<file path="src/rtl/cnn_feed_scheduler.sv">
// Job sequencer for the CNN block: latches a job, loads filter then IFmap words from
// a 1-cycle-latency memory under back-pressure, and drains results to a ready/valid stream.
module cnn_feed_scheduler #(
  parameter int DATA_WIDTH = 8,
  parameter int ADDR_WIDTH = 10,
  parameter int CNT_WIDTH  = 10,
  parameter int CFG_WIDTH  = 8
) (
  input  logic                  clk,
  input  logic                  reset,
  input  logic                  go,
  input  logic [ADDR_WIDTH-1:0] cfg_filter_base,
  input  logic [ADDR_WIDTH-1:0] cfg_if_base,
  input  logic [CNT_WIDTH-1:0]  cfg_filter_words,
  input  logic [CNT_WIDTH-1:0]  cfg_if_words,
  input  logic [CNT_WIDTH-1:0]  cfg_result_words,
  input  logic [CFG_WIDTH-1:0]  cfg_stride,
  input  logic [CFG_WIDTH-1:0]  cfg_filter_size,
  output logic                  mem_rd,
  output logic [ADDR_WIDTH-1:0] mem_addr,
  input  logic [DATA_WIDTH-1:0] mem_rdata,
  output logic                  cnn_start,
  output logic [CFG_WIDTH-1:0]  cnn_stride,
  output logic [CFG_WIDTH-1:0]  cnn_filter_size,
  output logic [DATA_WIDTH-1:0] filter_buffer_in,
  output logic                  filter_buffer_write_enable,
  input  logic                  filter_buffer_full,
  output logic [DATA_WIDTH-1:0] IFmap_buffer_in,
  output logic                  IFmap_buffer_write_enable,
  input  logic                  IFmap_buffer_full,
  input  logic [DATA_WIDTH-1:0] result_buffer_out,
  input  logic                  result_buffer_empty,
  output logic                  result_buffer_read_enable,
  output logic [DATA_WIDTH-1:0] res_data,
  output logic                  res_valid,
  input  logic                  res_ready,
  output logic                  busy,
  output logic                  done,
  output logic                  err
);

  typedef enum logic [2:0] {
    S_IDLE, S_START, S_FETCH_F, S_WRITE_F, S_FETCH_I, S_WRITE_I, S_DRAIN_WAIT, S_FINISH
  } state_t;

  localparam logic [CNT_WIDTH-1:0] CNT_ONE = CNT_WIDTH'(1);

  state_t                state;
  logic [ADDR_WIDTH-1:0] filter_base, if_base, idx_addr;
  logic [CNT_WIDTH-1:0]  filter_words, if_words, result_words;
  logic [CNT_WIDTH-1:0]  index, res_count;
  logic                  in_job, fetch_f, fetch_i, pop, res_done, cfg_zero;

  // Memory reads are only issued while the target buffer has room, so the single
  // outstanding word can always be written the following cycle without a recheck.
  always_comb begin
    in_job   = (state != S_IDLE);
    fetch_f  = (state == S_FETCH_F) && !filter_buffer_full;
    fetch_i  = (state == S_FETCH_I) && !IFmap_buffer_full;
    pop      = in_job && !result_buffer_empty && (res_count < result_words) &&
               (!res_valid || res_ready);
    res_done = (res_count == result_words) && (!res_valid || res_ready);
    cfg_zero = (cfg_filter_words == '0) || (cfg_if_words == '0) || (cfg_result_words == '0);
    idx_addr = ADDR_WIDTH'(index);
  end

  assign mem_rd   = fetch_f || fetch_i;
  assign mem_addr = fetch_f ? filter_base + idx_addr :
                    fetch_i ? if_base + idx_addr : '0;

  assign filter_buffer_write_enable = (state == S_WRITE_F);
  assign filter_buffer_in           = filter_buffer_write_enable ? mem_rdata : '0;
  assign IFmap_buffer_write_enable  = (state == S_WRITE_I);
  assign IFmap_buffer_in            = IFmap_buffer_write_enable ? mem_rdata : '0;
  assign result_buffer_read_enable  = pop;

  always_ff @(posedge clk) begin
    if (reset) begin
      state           <= S_IDLE;
      filter_base     <= '0;
      if_base         <= '0;
      filter_words    <= '0;
      if_words        <= '0;
      result_words    <= '0;
      index           <= '0;
      res_count       <= '0;
      cnn_stride      <= '0;
      cnn_filter_size <= '0;
      cnn_start       <= 1'b0;
      busy            <= 1'b0;
      done            <= 1'b0;
      err             <= 1'b0;
      res_valid       <= 1'b0;
      res_data        <= '0;
    end else begin
      done      <= 1'b0;
      cnn_start <= 1'b0;

      // Result drain overlaps the whole job; a pop refills the output register
      // in the same cycle the previous word is accepted.
      if (pop) begin
        res_data  <= result_buffer_out;
        res_valid <= 1'b1;
        res_count <= res_count + CNT_ONE;
      end else if (res_valid && res_ready) begin
        res_valid <= 1'b0;
      end

      case (state)
        S_IDLE: begin
          if (go) begin
            filter_base     <= cfg_filter_base;
            if_base         <= cfg_if_base;
            filter_words    <= cfg_filter_words;
            if_words        <= cfg_if_words;
            result_words    <= cfg_result_words;
            cnn_stride      <= cfg_stride;
            cnn_filter_size <= cfg_filter_size;
            err             <= cfg_zero;
            index           <= '0;
            res_count       <= '0;
            if (cfg_zero) begin
              done <= 1'b1;
            end else begin
              state     <= S_START;
              cnn_start <= 1'b1;
              busy      <= 1'b1;
            end
          end
        end
        S_START: state <= S_FETCH_F;
        S_FETCH_F: if (!filter_buffer_full) state <= S_WRITE_F;
        S_WRITE_F: begin
          if (index == filter_words - CNT_ONE) begin
            index <= '0;
            state <= S_FETCH_I;
          end else begin
            index <= index + CNT_ONE;
            state <= S_FETCH_F;
          end
        end
        S_FETCH_I: if (!IFmap_buffer_full) state <= S_WRITE_I;
        S_WRITE_I: begin
          if (index == if_words - CNT_ONE) begin
            index <= '0;
            state <= S_DRAIN_WAIT;
          end else begin
            index <= index + CNT_ONE;
            state <= S_FETCH_I;
          end
        end
        // Leave as soon as the last result is being accepted so done follows the final handshake.
        S_DRAIN_WAIT: begin
          if (res_done) begin
            done  <= 1'b1;
            state <= S_FINISH;
          end
        end
        S_FINISH: begin
          busy  <= 1'b0;
          state <= S_IDLE;
        end
        default: state <= S_IDLE;
      endcase
    end
  end

endmodule

</file>
<file path="config.mk">
export PLATFORM = sky130hd
export DESIGN_NAME = cnn_feed_scheduler
export DESIGN_NICKNAME = d
export VERILOG_FILES = /design/src/rtl/cnn_feed_scheduler.sv
export SDC_FILE = /design/constraint.sdc
export NUM_CORES = 1
export LEC_CHECK = 0
export CORE_UTILIZATION = 54
export DETAILED_ROUTE_END_ITERATION = 16
export PLACE_DENSITY = 0.87
export SKIP_CTS_REPAIR_TIMING = 1
export SLEW_MARGIN = 10
export SYNTH_ARGS = -nofsm -noshare
export SYNTH_HDL_FRONTEND = slang
export SYNTH_SLANG_ARGS = --single-unit
</file>
<file path="constraint.sdc">
create_clock -name clk -period 5.7 [get_ports clk]
set_clock_uncertainty 0.1 [all_clocks]
set_input_delay 1.425 -clock clk [delete_from_list [all_inputs] [get_ports clk]]
set_output_delay 1.425 -clock clk [all_outputs]
set_load 0.05 [all_outputs]
</file>
==> flow_summary.json, run 1 <==
{
  "clock_latency_ns": 0.38,
  "dp.cells": 1006,
  "postPlaceCellArea_um2": 7400,
  "muxShareOfSynthArea_pct": 2.22,
  "critical_path.most_common_cell": "clkdlybuf4s50_1",
  "path_clk_slew_ns": 0.10,
  "hold_end": "cnn_filter_size[0]",
  "p_total_mw": 1.90,
  "r2r_slack_ns": 2.27,
  "nets": 1004,
  "synthArstFlopShare_pct": 0,
  "layout_setup_ws_ns": 0.407,
  "cts_tree": "built",
  "fin_crit_sh_pct": 92.9,
  "ys_top_cells_by_area": "dfxtp_1 (35%), nand2_1 (10%), a21oi_1 (7.4%), ha_1 (6.8%), xnor2_1 (4.1%)",
  "crit_family": "buffers and inverters",
  "status": "finished, final reports clean",
  "synth_area_per_cell_um2": 7.73,
  "synth-seq-cells": 102,
  "die-area_um2": 11400,
  "instances_no_fill": 1022,
  "synth_edf_count": 0,
  "rows": 37,
  "routabilityCongestion": 0.901,
  "dr.first_iter.drc_count": 436,
  "clock-sinks": 102,
  "yosys.area.top_type_share_pct": 34.5,
  "ir_worst_vdd_uv": 210,
  "dp_hpwl_um": 11700,
  "initial_utilization_pct": 56.5,
  "hold_viol_final": 0,
  "cp.arrival_ns": 3.77,
  "finalInstanceArea_um2": 7610,
  "ios": 148,
  "min_period_ns": 5.29,
  "drive_gt1_share_pct": 4.74,
  "ys_seq_area_share_pct": 34.5,
  "yosys_warnings": 0,
  "final.setup.tns_ns": 0,
  "sw_frac_of_total_pct": 35.3,
  "drt_wl_total_um": 16100,
  "layout_commonest_cell": "nand2_1",
  "antenna_found_initial": 0,
  "crit_fanout": 12,
  "yosysUniqueCellTypes": 65,
  "fill_cells": 826,
  "cp-start-kind": "input pin",
  "max_freq_mhz": 189,
  "grt_pass1_wl_um": 26500,
  "port_buffers": 147,
  "syn2layout_area_growth_pct": 28.7,
  "worstHoldPathCells": 2,
  "cap_violations": 0,
  "grt-ovfl-total": 0,
  "grt_max_degree": 96,
  "synth_top_family_by_area": "simple AND/OR/NAND/NOR gates",
  "synthSimpleGateAreaFrac_pct": 25.4,
  "layout_common_cells": "nand2_1 (160), clkdlybuf4s50_1 (145), dfxtp_1 (102)",
  "grt_pass1_vias": 5770,
  "cpMaxStageDelayCell": "clkdlybuf4s50_1",
  "synthAdderAreaFrac_pct": 7.45,
  "power.leakage_nw": 2.91,
  "vias_per_cell": 5.74,
  "die_y_um": 107,
  "p_per_area_nw_per_um2": 250,
  "path_class": "in2out",
  "synth_ff_type": "dfxtp_1",
  "first_pass_iters": 5,
  "ant_nets": 0,
  "synthesis.area_um2": 5920,
  "endpoint_kind": "output pin",
  "drc": 0,
  "crit_path_max_incr_delay_ns": 0.84,
  "hp-class": "reg2reg",
  "avgRoutedWirePerCell_um": 15.7,
  "r2r-end": "idx_addr[0]",
  "htree_levels": 3,
  "r2r_cells": 9,
  "syn_nets": 888,
  "grt_usage_pct": 29.1,
  "cts_root_buf": "clkbuf_8",
  "maxSlewViolCount": 0,
  "hold_start": "cnn_filter_size[0]",
  "vias": 5862,
  "p_comb_share_pct": 30.5,
  "synth_largest_area_cell": "dfxtp_1",
  "synth_compound_area_share_pct": 18.7,
  "core_um2": 10500,
  "die_w_um": 107,
  "cts_max_path_buffers": 2,
  "crit_buf_inv": 2,
  "p_int_mw": 1.23,
  "seq_power_share_pct": 43.5,
  "synth_xor_area_share_pct": 6.49,
  "rsz0062_at_grt": "false",
  "p_sw_mw": 0.672,
  "power.share.clock_pct": 25.9,
  "num_antenna_cells": 0,
  "worstReg2RegStart": "if_words[0]",
  "slew_headroom_pct": 19.6,
  "post-place-ws_ns": 0.423,
  "tightest_slew_ns": 1.20,
  "crit_path_cell_trace": "clkdlybuf4s50_1, or4_1, nor2_1, mux2i_1, o31ai_1, clkdlybuf4s50_1",
  "required_ns": 4.18,
  "cts_made_buffers": 9,
  "setup_viol": 0,
  "synth_cells": 765
}
worst min-delay path: stages, from the launching register on:
cell and delay, ns:
dfxtp_1 0.32, nand2_1 0.05, a21oi_1 0.05
registers in the layout (all words and copies together) (netlist names):
register / flops
done: 1
cnn_start: 1
err: 1
filter_base: 10
cnn_stride: 8
result_words: 10
if_base: 10
cnn_filter_size: 8
if_words: 10
idx_addr: 10
res_count: 10
state: 3
filter_words: 10
res_data: 8
busy: 1
res_valid: 1
cells in the mapped netlist, types with 5 or more instances:
master    instances
o22ai_1           8
inv_1            30
a211oi_1          8
nand4_1           6
nand2_1         161
a21oi_1          88
clkbuf_1         39
xor2_1           14
a21o_1           13
nor2_1           47
nor4_1           12
nor2b_1           8
o21ai_0          12
a31oi_1           5
or3_1             7
nand2b_1         12
dfxtp_1         102
nand3_1          16
ha_1             32
nor3_1           12
mux2i_1          12
and2_1           18
xnor2_1          28
per-layer routing:
| layer | track usage, % | share of wire [%] | vias up |
|---|---|---|---|
| met5 | 0 | 0 | - |
| met4 | 11.6 | 2.5 | 0 |
| met3 | 6.81 | 6.2 | 40 |
| met2 | 52.7 | 51 | 214 |
| li1 | - | - | 2873 |
| met1 | 32.6 | 40 | 2735 |
through the flow:
stage	hold slack, ns	util, %
2_1_floorplan	0.336	-
3_3_place_gp	0.341	70.7
3_5_place_dp	0.346	70.7
4_1_cts	0.361	72.7
5_1_grt	0.377	72.7
6_report	0.360	72.7
kinds of logic (layout without fill, tap and decap cells):
kind of cell               after synthesis  in the layout
adders and majority gates               34             34
xor gates and xnor gates                43             43
and+or+nand+nor                        322            322
buffers and inverters                   77            198
muxes                                   13             13
DFF                                    102            102
AOI/OAI and AO/OA                      174            174
layout make-up:
| type | instances | area (µm²) | share of cell area (%) |
|---|---|---|---|
| Timing Repair Buffer | 152 | 1500 | 19.7 |
| Clock inverter | 6 | 73.8 | 0.970 |
| Sequential cell | 102 | 2040 | 26.8 |
| Inverter | 30 | 113 | 1.48 |
| Clock buffer | 10 | 138 | 1.81 |
| Tap cell | 136 | 170 | 2.24 |
| Multi-Input combinational cell | 586 | 3570 | 47.0 |
power by group through the flow:
| stage | clock [mW] | combinational (mW) | sequential [mW] |
|---|---|---|---|
| floorplan | 0 | 0.338 | 0.885 |
| global placement | 0 | 0.555 | 0.838 |
| detailed placement | 0 | 0.577 | 0.842 |
| CTS | 0.502 | 0.581 | 0.826 |
| global route | 0.530 | 0.631 | 0.837 |
| finish | 0.494 | 0.581 | 0.828 |
worst max path at each step:
| stage | startpoint | endpoint | slack [ns] | cells past startpoint |
|---|---|---|---|---|
| finish | IFmap_buffer_full | mem_addr[8] | 0.41 | 6 |
| global route | idx_addr[1] | mem_addr[9] | 0.30 | 9 |
| CTS | IFmap_buffer_full | mem_addr[8] | 0.42 | 6 |
| detailed placement | IFmap_buffer_full | mem_addr[8] | 0.42 | 6 |
| global placement | IFmap_buffer_full | mem_addr[8] | 0.44 | 6 |
| floorplan | filter_buffer_full | mem_addr[8] | 0.96 | 3 |
Note: power is estimated with default switching activity, not from simulation.
==> run 2, diff against run 1 <==
ABC_CLOCK_PERIOD_IN_PS = 5700   (was default)
==> results of run 2 <==
Final layout, timing and power as in run 1 (identical DEF).
